==> config.mk <==
export PLATFORM = sky130hd
export DESIGN_NAME = spi_cs_arbiter
export DESIGN_NICKNAME = d
export VERILOG_FILES = /design/src/rtl/spi_pkg.sv /design/src/rtl/rr_arbiter.sv /design/src/rtl/spi_cs_arbiter.sv
export SDC_FILE = /design/constraint.sdc
export NUM_CORES = 1
export LEC_CHECK = 0
export BUFFER_PORTS_ARGS = -buffer_cell sky130_fd_sc_hd__buf_2
export CORE_AREA = 5 5 50 95
export DETAILED_ROUTE_END_ITERATION = 7
export DIE_AREA = 0 0 55 100
export GPL_ROUTABILITY_DRIVEN = 0
export PLACE_DENSITY = 0.87
export SLEW_MARGIN = 20
export SYNTH_ARGS = -nofsm -noshare
export SYNTH_HDL_FRONTEND = slang
export SYNTH_HIERARCHICAL = 1
export SYNTH_SLANG_ARGS = --single-unit
==> constraint.sdc <==
create_clock -name i_Clk -period 2.7 [get_ports i_Clk]
set_input_delay 0.54 -clock i_Clk [delete_from_list [all_inputs] [get_ports i_Clk]]
set_output_delay 0.54 -clock i_Clk [all_outputs]
set_load 0.02 [all_outputs]
==> src/rtl/spi_pkg.sv <==
// Shared definitions for the SPI master and its front-end controllers:
// the arbiter state encoding and the width helpers for slave index and byte count.
package spi_pkg;

    typedef logic [1:0] state_t;

    localparam state_t IDLE  = 2'd0;
    localparam state_t XFER  = 2'd1;
    localparam state_t DRAIN = 2'd2;
    localparam state_t DONE  = 2'd3;

    // An index is never narrower than 1 bit, even with a single slave or requester.
    function automatic int sel_width(input int n);
        return (n > 1) ? $clog2(n) : 1;
    endfunction

    function automatic int cnt_width(input int max_bytes);
        return $clog2(max_bytes + 1);
    endfunction

endpackage

==> src/rtl/rr_arbiter.sv <==
// Combinational round-robin picker: the first set request at or after ptr wins,
// with the search wrapping modulo N. Pure logic, so any shared-bus controller can reuse it.
module rr_arbiter #(
    parameter int N  = 3,
    parameter int PW = (N > 1) ? $clog2(N) : 1
) (
    input  logic [N-1:0]  req,
    input  logic [PW-1:0] ptr,
    output logic [N-1:0]  grant,
    output logic [PW-1:0] idx,
    output logic          valid
);

    int            k;
    logic [PW-1:0] kk;

    always_comb begin
        grant = '0;
        idx   = '0;
        valid = 1'b0;
        k     = 0;
        kk    = '0;
        for (int off = 0; off < N; off++) begin
            k = int'(ptr) + off;
            if (k >= N) k = k - N;
            kk = PW'(k);
            if (!valid && req[kk]) begin
                valid     = 1'b1;
                grant[kk] = 1'b1;
                idx       = kk;
            end
        end
    end

endmodule

==> src/rtl/spi_cs_arbiter.sv <==
// Shares one multi-CS SPI master between NUM_REQ clients. A grant covers a whole
// CS frame and is released only after the master reports ready again.
module spi_cs_arbiter
    import spi_pkg::*;
#(
    parameter int NUM_REQ          = 3,
    parameter int NUM_SLAVES       = 4,
    parameter int MAX_BYTES_PER_CS = 2,
    parameter int SW               = sel_width(NUM_SLAVES),
    parameter int CW               = cnt_width(MAX_BYTES_PER_CS)
) (
    input  logic                  i_Clk,
    input  logic                  i_Rst,
    input  logic [NUM_REQ-1:0]    i_Req,
    input  logic [NUM_REQ*SW-1:0] i_Req_Slave,
    input  logic [NUM_REQ*CW-1:0] i_Req_Count,
    input  logic [NUM_REQ*8-1:0]  i_Req_TX_Byte,
    input  logic [NUM_REQ-1:0]    i_Req_TX_DV,
    output logic [NUM_REQ-1:0]    o_Req_TX_Ready,
    output logic [NUM_REQ-1:0]    o_Grant,
    output logic [NUM_REQ-1:0]    o_Req_RX_DV,
    output logic [7:0]            o_Req_RX_Byte,
    output logic [NUM_REQ-1:0]    o_Done,
    output logic [CW-1:0]         o_M_TX_Count,
    output logic [SW-1:0]         o_M_Slave_Select,
    output logic [7:0]            o_M_TX_Byte,
    output logic                  o_M_TX_DV,
    input  logic                  i_M_TX_Ready,
    input  logic                  i_M_RX_DV,
    input  logic [7:0]            i_M_RX_Byte
);

    localparam int            IW      = sel_width(NUM_REQ);
    localparam logic [CW-1:0] MAX_CNT = CW'(MAX_BYTES_PER_CS);

    state_t             state, state_nxt;
    logic [IW-1:0]      rr_ptr, gidx;
    logic [NUM_REQ-1:0] grant;
    logic [SW-1:0]      slave;
    logic [CW-1:0]      count, tx_cnt, rx_cnt;

    logic [NUM_REQ-1:0] pick_grant;
    logic [IW-1:0]      pick_idx;
    logic               pick_valid;
    logic [CW-1:0]      pick_count;
    logic               tx_open, rx_open, tx_fire, rx_fire;

    rr_arbiter #(.N(NUM_REQ), .PW(IW)) u_rr (
        .req   (i_Req),
        .ptr   (rr_ptr),
        .grant (pick_grant),
        .idx   (pick_idx),
        .valid (pick_valid)
    );

    always_comb begin
        pick_count = i_Req_Count[int'(pick_idx)*CW +: CW];
        if (pick_count > MAX_CNT) pick_count = MAX_CNT;
    end

    // Both counters stop at the latched count, so they can never wrap.
    assign tx_open = (tx_cnt < count);
    assign rx_open = (rx_cnt < count);
    assign tx_fire = (state == XFER) && i_Req_TX_DV[gidx] && tx_open;
    assign rx_fire = (state == XFER) && i_M_RX_DV && rx_open;

    always_ff @(posedge i_Clk) begin
        if (i_Rst) state <= IDLE;
        else       state <= state_nxt;
    end

    always_comb begin
        state_nxt = state;
        case (state)
            IDLE:    if (pick_valid) state_nxt = (pick_count == '0) ? DONE : XFER;
            XFER:    if (rx_fire && (rx_cnt + 1'b1 == count)) state_nxt = DRAIN;
            DRAIN:   if (i_M_TX_Ready) state_nxt = DONE;
            DONE:    state_nxt = IDLE;
            default: state_nxt = IDLE;
        endcase
    end

    // Frame context is captured once at grant time; later changes on the
    // requester's slave/count inputs have no effect until the next frame.
    always_ff @(posedge i_Clk) begin
        if (i_Rst) begin
            rr_ptr <= '0;
            gidx   <= '0;
            grant  <= '0;
            slave  <= '0;
            count  <= '0;
            tx_cnt <= '0;
            rx_cnt <= '0;
        end else begin
            case (state)
                IDLE: if (pick_valid) begin
                    grant  <= pick_grant;
                    gidx   <= pick_idx;
                    slave  <= i_Req_Slave[int'(pick_idx)*SW +: SW];
                    count  <= pick_count;
                    tx_cnt <= '0;
                    rx_cnt <= '0;
                end
                XFER: begin
                    if (tx_fire) tx_cnt <= tx_cnt + 1'b1;
                    if (rx_fire) rx_cnt <= rx_cnt + 1'b1;
                end
                DONE: begin
                    grant  <= '0;
                    rr_ptr <= (int'(gidx) == NUM_REQ - 1) ? '0 : gidx + 1'b1;
                end
                default: ;
            endcase
        end
    end

    always_comb begin
        o_Grant          = grant;
        o_M_Slave_Select = slave;
        o_M_TX_Count     = count;
        o_Req_RX_Byte    = i_M_RX_Byte;
        o_M_TX_Byte      = '0;
        o_M_TX_DV        = 1'b0;
        o_Req_TX_Ready   = '0;
        o_Req_RX_DV      = '0;
        o_Done           = '0;
        case (state)
            XFER: begin
                o_M_TX_Byte          = i_Req_TX_Byte[int'(gidx)*8 +: 8];
                o_M_TX_DV            = tx_fire;
                o_Req_TX_Ready[gidx] = i_M_TX_Ready && tx_open;
                o_Req_RX_DV[gidx]    = rx_fire;
            end
            DONE:    o_Done = grant;
            default: ;
        endcase
    end

endmodule

==> results of run 1 <==
-- cells by family after synthesis --
kind of cell	after synthesis	synth area share, %
simple gates	94	29.17
buf+inv	29	9.110
compound gates	53	19.69
xor+xnor	2	1.910
mux	18	11.31
fa+ha+maj	12	8.817
flops	17	19.99
-- registers in the layout, indices dropped and copies added (netlist names) --
name              cells
gidx                  2
o_M_Slave_Select      2
o_Grant               3
tx_cnt                2
state                 2
rx_cnt                2
o_M_TX_Count          2
rr_ptr                2
-- synthesized netlist by cell type (2+ instances only) --
| master | count |
|---|---|
| inv_1 | 9 |
| mux2i_1 | 17 |
| nor3_1 | 6 |
| nand2_1 | 21 |
| clkbuf_1 | 5 |
| nor2b_1 | 5 |
| o2bb2ai_1 | 2 |
| dfxtp_1 | 17 |
| nor4b_1 | 2 |
| a211oi_1 | 4 |
| and2_1 | 13 |
| a2bb2oi_1 | 2 |
| o21ai_0 | 16 |
| nand2b_1 | 7 |
| buf_2 | 3 |
| nor4_1 | 2 |
| a21oi_1 | 19 |
| buf_4 | 9 |
| or2_2 | 2 |
| nand3b_1 | 7 |
| nor2_1 | 20 |
| ha_1 | 12 |
| nand3_1 | 4 |
-- cell usage in the layout (no fill, tap or decap), types with 9 or more instances in the layout --
master   count
a21oi_1     18
nand2_1     21
nor2_1      20
dfxtp_1     17
and2_1      13
o21ai_0     16
inv_1        9
buf_2       70
ha_1        11
mux2i_1     16
-- where the power goes --
part | switching [mW] | internal, mW | leakage (nW)
combinational | 0.600 | 0.439 | 0.765
sequential | 0.0619 | 0.310 | 0.139
clock | 0.0973 | 0.103 | 0.0255
-- critical path, stage by stage, from the launching register on --
cell     delay, ps
dfxtp_1        340
inv_1          120
ha_1           320
or2b_1         270
a21oi_2        180
nand2_1        130
nor3_1         150
buf_2          200
-- what timing repair did --
action | in CTS | in global routing
endpoints found under the hold margin | 0 | 0
gates resized for setup | 0 | 4
endpoints found under the setup margin | 0 | 4
-- per-layer routing --
layer	wire, um	track usage (%)	part of all wire, %	up-vias
li1	-	-	-	896
met1	1686	19.04	36	812
met2	2570	32.57	55	56
met3	282	2.526	6.0	10
met4	131	10.11	2.8	0
met5	0	0	0	-
-- final cells by class --
type                    count  area share [%]
multi-input cells         179           57.77
clock buffers               3           1.949
well taps                  51           3.012
flip-flops and latches     17           16.07
clock inverters             1          0.2363
repair buffers             78           19.37
inverters                   9           1.595
-- how the worst max path moves through the flow --
stage,endpoint,slack (ps)
detailed placement,state[1],110
floorplan,o_Req_RX_DV[0],360
finish,o_Req_TX_Ready[0],180
global placement,state[1],200
CTS,state[1],110
global route,o_Req_TX_Ready[0],-2
==> results by group, run 1 <==
Run status
  • Run status: complete, no violations

Finish
  • Syn-to-layout area delta: 24.39%
  • # fillers: approximately 370
  • Nets@finish: between 300 and 400
  • Post-layout util: 54.54%
  • FF+latch area: 340.3 um2
  • Final Instance Count excl. Fillers: roughly 340
  • Cell area after layout: between 2000 and 2500 um2
  • Antenna cells: 0
  • Multi-input logic area: 1224 um2
  • Layout cells sized above 1: 33.80%

Global routing
  • Initial antenna violation count: 0
  • Largest net degree at the start of global routing: 20
  • Total congestion overflow: 0
  • Gr usage total: a little under a fifth
  • Wire length of the first global-routing pass: 7576 um
  • Vias in the first global route: roughly 1700

STA
  • Peak Freq: about 0.4 GHz
  • WHS: 505.2 ps
  • Fin. max-slew vios: 0
  • Worst clock skew: about 1.7 ps
  • Worst slew pin tran: approximately 600 ps
  • Setup-failing EPs final: 0
  • Fin crit share: 93.24%
  • Final WS setup: between 150 and 200 ps
  • Final min period: roughly 2500 ps
  • Rel. slew slack: about three fifths
  • Setup TNS: 0 ps
  • Hold Vio Cnt, Final: 0

Clocking
  • CTS Root Cell: clkbuf_8
  • Clock slew at reported path FFs: 70 ps
  • Clock H-tree levels: 1
  • CTS tree: done
  • CTS Sinks: 17
  • Setup Buffers After CTS: 0
  • Longest Clk Path Bufs: 2
  • Worst-Skew Late Latency: 260 ps
  • Hold_buf cts: 0
  • TritonCTS Buffers: 3

Hold path
  • Hold worst-path end: o_Grant[2]
  • Worst min path class: reg -> reg
  • Hold Path Cell Cnt: 2
  • Hold Startpoint: o_Grant[2]

Worst setup path
  • Critical path data arrival time: just under 2000 ps
  • FF-to-FF setup slack: around 220 ps
  • WS Path Type: reg -> out
  • CP required: about 2200 ps
  • Worst r2r src: rr_ptr[0]
  • R2R depth: 10
  • Worst Setup Start Kind: flip-flop
  • Reg-to-Reg End: state[1]
  • CP Capture Type: primary output
  • Critical path startpoint: state[1]
  • CP max FO: 6

Synth
  • Area leader, netlist: dfxtp_1
  • Sequential-to-total area share from yosys stat: 19.99%
  • Distinct cells, synth: between 40 and 50
  • Synth area leaders: dfxtp_1 (20%), mux2i_1 (10%), ha_1 (8.8%), a21oi_1 (5.6%), and2_1 (4.8%)
  • Post-synthesis net count: roughly 290
  • Primary FF master, synth: dfxtp_1
  • Post-synthesis register bit count: 17
  • Syn Inst Count: between 200 and 250
  • Asr flop ratio synth: 0%
  • Ys Warns: 6
  • Yosys top cell area share: 19.99%
  • EDFF count, synth: 0
  • Mean Syn Cell Area: about 7.6 um2
  • Synthesized cell area: approximately 1700 um2

Placed design
  • Detailed Place HPWL: ~3900 um
  • Placed insts: roughly 330
  • PortBufs: 70
  • Post-Place Worst Slack: approximately 110 ps
  • DP Area: 2056 um2

Detailed routing
  • Vias: 1774
  • Total wire length: around 4700 um
  • DRC Markers: 0
  • Initial DRC count: 29
  • Routed length per instance: roughly 14 um
  • Routed Antenna Nets: 0
  • Pre-Repair DR Iteration Count: 4
  • Vias/cell: around 5.2

Power
  • LEAKAGE: ~0.93 nW
  • Power Total: approximately 1.6 mW
  • PwrDens: between 700 and 800 nW/um2
  • VDD IR-drop max: slightly above 0.4 mV

Die
  • Die X: around 55 um
  • Die Span Y: 100 um
  • Die ar.: 5500 um2
  • # IOs: 87
  • Core box area: ~3900 um2
  • Rows: 32
  • Initial Utilization: a little over two fifths

Run
  • Max-capacitance violation count: 0
Note: power is estimated with default switching activity, not from simulation.
==> run 2: changes to the inputs <==
MAX_ROUTING_LAYER = met4   (was not set)
==> run 2 against run 1 <==
  * Sequential share of layout area stayed put
  * Combinational power is essentially flat
  * Power barely moved
  * Via count about the same
  * Critical path type unchanged
  * Critical endpoint unchanged
  * Largest cell class unchanged
  * Largest power group unchanged
  * Highest routed layer unchanged
==> results by group, run 2 (synthesized netlist as in run 1, its figures left out) <==
Detailed routing
  • Vias: 1773
  • Routed length per instance: 13.83 um
  • Routed Antenna Nets: 0
  • Initial DRC count: 29
  • Total wire length: roughly 4700 um
  • Pre-Repair DR Iteration Count: 4
  • DRC Markers: 0
  • Vias/cell: around 5.2

Power
  • Power Total: 1.612 mW
  • PwrDens: between 700 and 800 nW/um2
  • VDD IR-drop max: 0.4159 mV
  • LEAKAGE: ~0.93 nW

Finish
  • Layout cells sized above 1: 33.80%
  • Antenna cells: 0
  • Final Instance Count excl. Fillers: 338
  • Syn-to-layout area delta: 24.39%
  • Most common cell after layout, fill and taps aside: buf_2
  • Most frequent cells in the layout: buf_2 (70), nand2_1 (21), nor2_1 (20), a21oi_1 (18), dfxtp_1 (17)
  • Nets@finish: 354
  • Post-layout util: 54.54%
  • Largest register FFs: 3

Global routing
  • Initial antenna violation count: 0
  • Largest net degree at the start of global routing: 20
  • Vias in the first global route: ~1700
  • Wire length of the first global-routing pass: 7583 um
  • Total congestion overflow: 0
  • Gr usage total: a little under a fifth

Clocking
  • CTS Root Cell: clkbuf_8
  • Setup Buffers After CTS: 0
  • TritonCTS Buffers: 3
  • Clock H-tree levels: 1
  • CTS Sinks: 17
  • Clock slew at reported path FFs: 70 ps
  • Hold_buf cts: 0
  • Longest Clk Path Bufs: 2
  • CTS tree: done
  • Worst-Skew Late Latency: 260 ps

Placed design
  • PortBufs: 70
  • Detailed Place HPWL: about 3900 um
  • Placed insts: approximately 330

Die
  • Initial Utilization: a little over two fifths
  • Die Span Y: roughly 100 um
  • Rows: 32
  • Die X: around 55 um
  • # IOs: 87
  • Die ar.: about 5500 um2
  • Core box area: 3884 um2

Worst setup path
  • CP max FO: 6
  • CP Capture Type: primary output
  • FF-to-FF setup slack: 220 ps
  • Critical path data arrival time: approximately 2000 ps
  • WS Path Type: reg -> out
  • Worst Setup Start Kind: flip-flop
  • CP required: between 2000 and 2500 ps

STA
  • Fin crit share: just over 90%
  • Final min period: roughly 2500 ps
  • Fin. max-slew vios: 0
  • Peak Freq: about 0.40 GHz
  • Rel. slew slack: about three fifths
  • Setup-failing EPs final: 0
  • Hold Vio Cnt, Final: 0
  • Worst clock skew: 1.452 ps
  • Worst slew pin tran: 596.3 ps
  • Setup TNS: 0 ps

Run status
  • Run status: complete, no violations

Hold path
  • Worst min path class: reg -> reg

Run
  • Max-capacitance violation count: 0
-- run 2: routing by layer --
metal | routed length [um] | GRT usage [%] | share of wire, % | up-vias
li1 | - | - | - | 896
met1 | 1702 | 19.32 | 36 | 810
met2 | 2569 | 32.57 | 55 | 56
met3 | 272 | 2.229 | 5.8 | 11
met4 | 129 | 10.11 | 2.8 | 0
met5 | 0 | - | 0 | -
-- run 2: path summary, 6_finish.rpt --
path	cells past startpoint	end	from
hold / removal	2	o_Grant[2]	o_Grant[2]
setup reg to reg	10	state[1]	rr_ptr[0]
hold reg to reg	2	o_Grant[2]	o_Grant[2]
setup / recovery	7	o_Req_TX_Ready[0]	state[1]
-- run 2: repair_timing --
| item | CTS | global route |
|---|---|---|
| setup endpoints to repair | 0 | 4 |
| gates resized for setup | 0 | 4 |
| hold endpoints to repair | 0 | 0 |
-- run 2: cell type report --
cell class,instances,area (um2)
well taps,51,63.81
flip-flops and latches,17,340.3
clock buffers,3,41.29
clock inverters,1,5.005
inverters,9,33.78
multi-input cells,179,1224
fillers,374,1765
repair buffers,78,410.4
-- run 2: per-stage QoR --
stage	worst slack, ps	area, um2	hold slack, ps
after global placement	204.0	2056	484.2
final	182.0	2118	504.5
after detailed placement	114.1	2056	492.9
after global routing	-4.644	2118	543.1
after floorplan	360.9	1703	476.8
after CTS	107.7	2102	509.0
-- run 2: report_power, final --
group | switching [mW] | internal, mW
Clock | 0.0974 | 0.103
Sequential | 0.0619 | 0.310
Combinational | 0.600 | 0.439
-- run 2: critical path: stages (launching register included) --
cell and delay, ps:
dfxtp_1 340, inv_1 120, ha_1 320, or2b_1 270
a21oi_2 180, nand2_1 130, nor3_1 150, buf_2 200
==> run 3: changes to the inputs <==
ABC_AREA = 1   (was not set)
PLACE_DENSITY = 0.88   (was 0.87)
==> run 3 against run 2 <==
  * Power increased by 29%
  * Via count is 14% higher
  * Global-route usage rose by 0.96 points
  * Sequential cell count stayed put
  * Critical endpoint is now state[1]
==> results by group, run 3 <==
Detailed routing
  • Routed length per instance: 12.85 um
  • Pre-Repair DR Iteration Count: 4
  • Initial DRC count: between 60 and 70
  • Total wire length: slightly above 5000 um
  • Vias/cell: about 5.0
  • DRC Markers: 0
  • Vias: roughly 2000
  • Routed Antenna Nets: 0

Synth
  • Sequential-to-total area share from yosys stat: 19.74%
  • EDFF count, synth: 0
  • Post-synthesis net count: 358
  • Top post-synthesis cells by count: nand2_1 (77), nand3_1 (44), inv_1 (43), nor2_1 (22)
  • Yosys top cell area share: approximately 20%
  • Area leader, netlist: dfxtp_1
  • Distinct cells, synth: 30
  • Count leader, synth: nand2_1
  • Syn Inst Count: 292
  • Synth area leaders: dfxtp_1 (20%), nand2_1 (17%), nand3_1 (13%), inv_1 (9.4%), ha_1 (8.7%)
  • Primary FF master, synth: dfxtp_1
  • Synthesized cell area: ~1700 um2
  • Ys Warns: 6
  • Asr flop ratio synth: 0%
  • Post-synthesis register bit count: 17
  • Mean Syn Cell Area: about 5.9 um2

Worst setup path
  • Critical path data arrival time: ~2600 ps
  • CP Capture Type: flip-flop
  • CP required: around 2900 ps
  • CP max FO: 7
  • WS Path Type: reg -> reg
  • Worst Setup Start Kind: flip-flop

Finish
  • Largest register FFs: 3
  • # fillers: between 300 and 400
  • FF+latch area: roughly 340 um2
  • Antenna cells: 0
  • Post-layout util: between 50 and 60%
  • Most common cell after layout, fill and taps aside: nand2_1
  • Nets@finish: approximately 420
  • Multi-input logic area: roughly 1100 um2
  • Most frequent cells in the layout: nand2_1 (76), buf_2 (70), nand3_1 (44), inv_1 (43), nor2_1 (22)
  • Syn-to-layout area delta: 21.04%
  • Layout cells sized above 1: roughly 28%

STA
  • Worst slew pin tran: 456.0 ps
  • Peak Freq: 0.4196 GHz
  • RSZ-0062 raised after global routing: no
  • Setup-failing EPs final: 0
  • Setup TNS: 0 ps
  • Fin crit share: between 80% and 90%
  • Hold Vio Cnt, Final: 0
  • Final min period: between 2000 and 2500 ps
  • Fin. max-slew vios: 0
  • Final WS setup: roughly 320 ps
  • WHS: about 490 ps
  • Worst clock skew: between 2 and 3 ps
  • Rel. slew slack: between 60% and 70%

Placed design
  • Post-Place Worst Slack: 251.9 ps
  • PortBufs: 70
  • Detailed Place HPWL: 4268 um

Die
  • Die Span Y: 100 um
  • Rows: 32
  • Initial Utilization: 44.39%
  • Die X: ~55 um
  • # IOs: slightly below 90
  • Core box area: ~4000 um2
  • Die ar.: 5500 um2

Run
  • Max-capacitance violation count: 0

Hold path
  • Worst min path class: reg -> reg

Power
  • VDD IR-drop max: ~0.49 mV
  • Power Total: about 2.1 mW
  • LEAKAGE: around 1.2 nW
  • PwrDens: 994.3 nW/um2

Run status
  • Run status: complete, no violations

Global routing
  • Total congestion overflow: 0
  • Gr usage total: roughly a fifth
  • Wire length of the first global-routing pass: approximately 8000 um
  • Vias in the first global route: between 1500 and 2000
  • Largest net degree at the start of global routing: 13
  • Initial antenna violation count: 0

Clocking
  • Longest Clk Path Bufs: 2
  • Worst-Skew Late Latency: 250 ps
  • TritonCTS Buffers: 3
  • Clock slew at reported path FFs: 60 ps
  • CTS Sinks: 17
  • CTS tree: done
  • CTS Root Cell: clkbuf_8
  • Clock H-tree levels: 1
run 3: cell types whose count changed after synthesis, moves of 8 or more:
| cell | change |
|---|---|
| mux2i_1 | -17 |
| and2_1 | -13 |
| nand2_2 | +8 |
| nand2_1 | +56 |
| inv_1 | +34 |
| nand3_1 | +40 |
run 3: kinds of logic after synthesis:
| family | synth area share [%] |
|---|---|
| and+or+nand+nor | 40.86 |
| DFF | 19.74 |
| adders and majority gates | 8.708 |
| AOI/OAI and AO/OA | 12.77 |
| buffers and inverters | 17.42 |
| xor gates and xnor gates | 0.5081 |
run 3: worst paths after layout:
check | startpoint | to | slack, ps | depth (start not counted)
min reg2reg | o_Grant[2] | o_Grant[2] | 490 | 2
max reg2reg | rr_ptr[0] | state[1] | 320 | 18
min | o_Grant[2] | o_Grant[2] | 490 | 2
max | rr_ptr[0] | state[1] | 320 | 18
run 3: layer usage:
metal	global-route usage [%]	part of all wire [%]
met1	15.24	34
met2	38.05	54
met3	3.566	8.1
met4	11.61	4.2
met5	-	0
run 3: cell type report:
cell class                 instances  area share, %
clock buffer                       4          2.158
inverter                          51          9.173
multi-input combinational        209          52.16
sequential                        17          16.31
tap                               51          3.058
timing repair buffer              71          17.15
run 3: repair_timing:
item	CTS	global route
gates resized for setup	0	2
setup endpoints to repair	0	3
hold buffers	0	0
setup buffers	0	0
run 3: power by group:
| group | leakage, nW | total [mW] | switching (mW) | internal, mW |
|---|---|---|---|---|
| Clock | 0.0228 | 0.184 | 0.0796 | 0.105 |
| Sequential | 0.140 | 0.469 | 0.124 | 0.345 |
| Combinational | 1.04 | 1.42 | 0.947 | 0.475 |
run 3: critical path, cell delays in order (launching register included):
cell and delay (ps):
dfxtp_1 380, inv_1 100, ha_2 400, inv_2 90, nand2_1 70, nand3_1 80, nand2_2 100, nand3_1 110
nand2_1 70, inv_1 40, nand2_2 110, inv_2 80, nand2_1 100, nor2_1 50, a21oi_1 180, nand3_1 100
nand2_1 90, nor2_1 40, nor2_1 110
run 3: per-stage QoR:
stage	area, um2	std cells
after floorplan	1724	292
after global routing	2087	403
final	2087	403
after CTS	2082	403
after global placement	2037	399
after detailed placement	2037	399
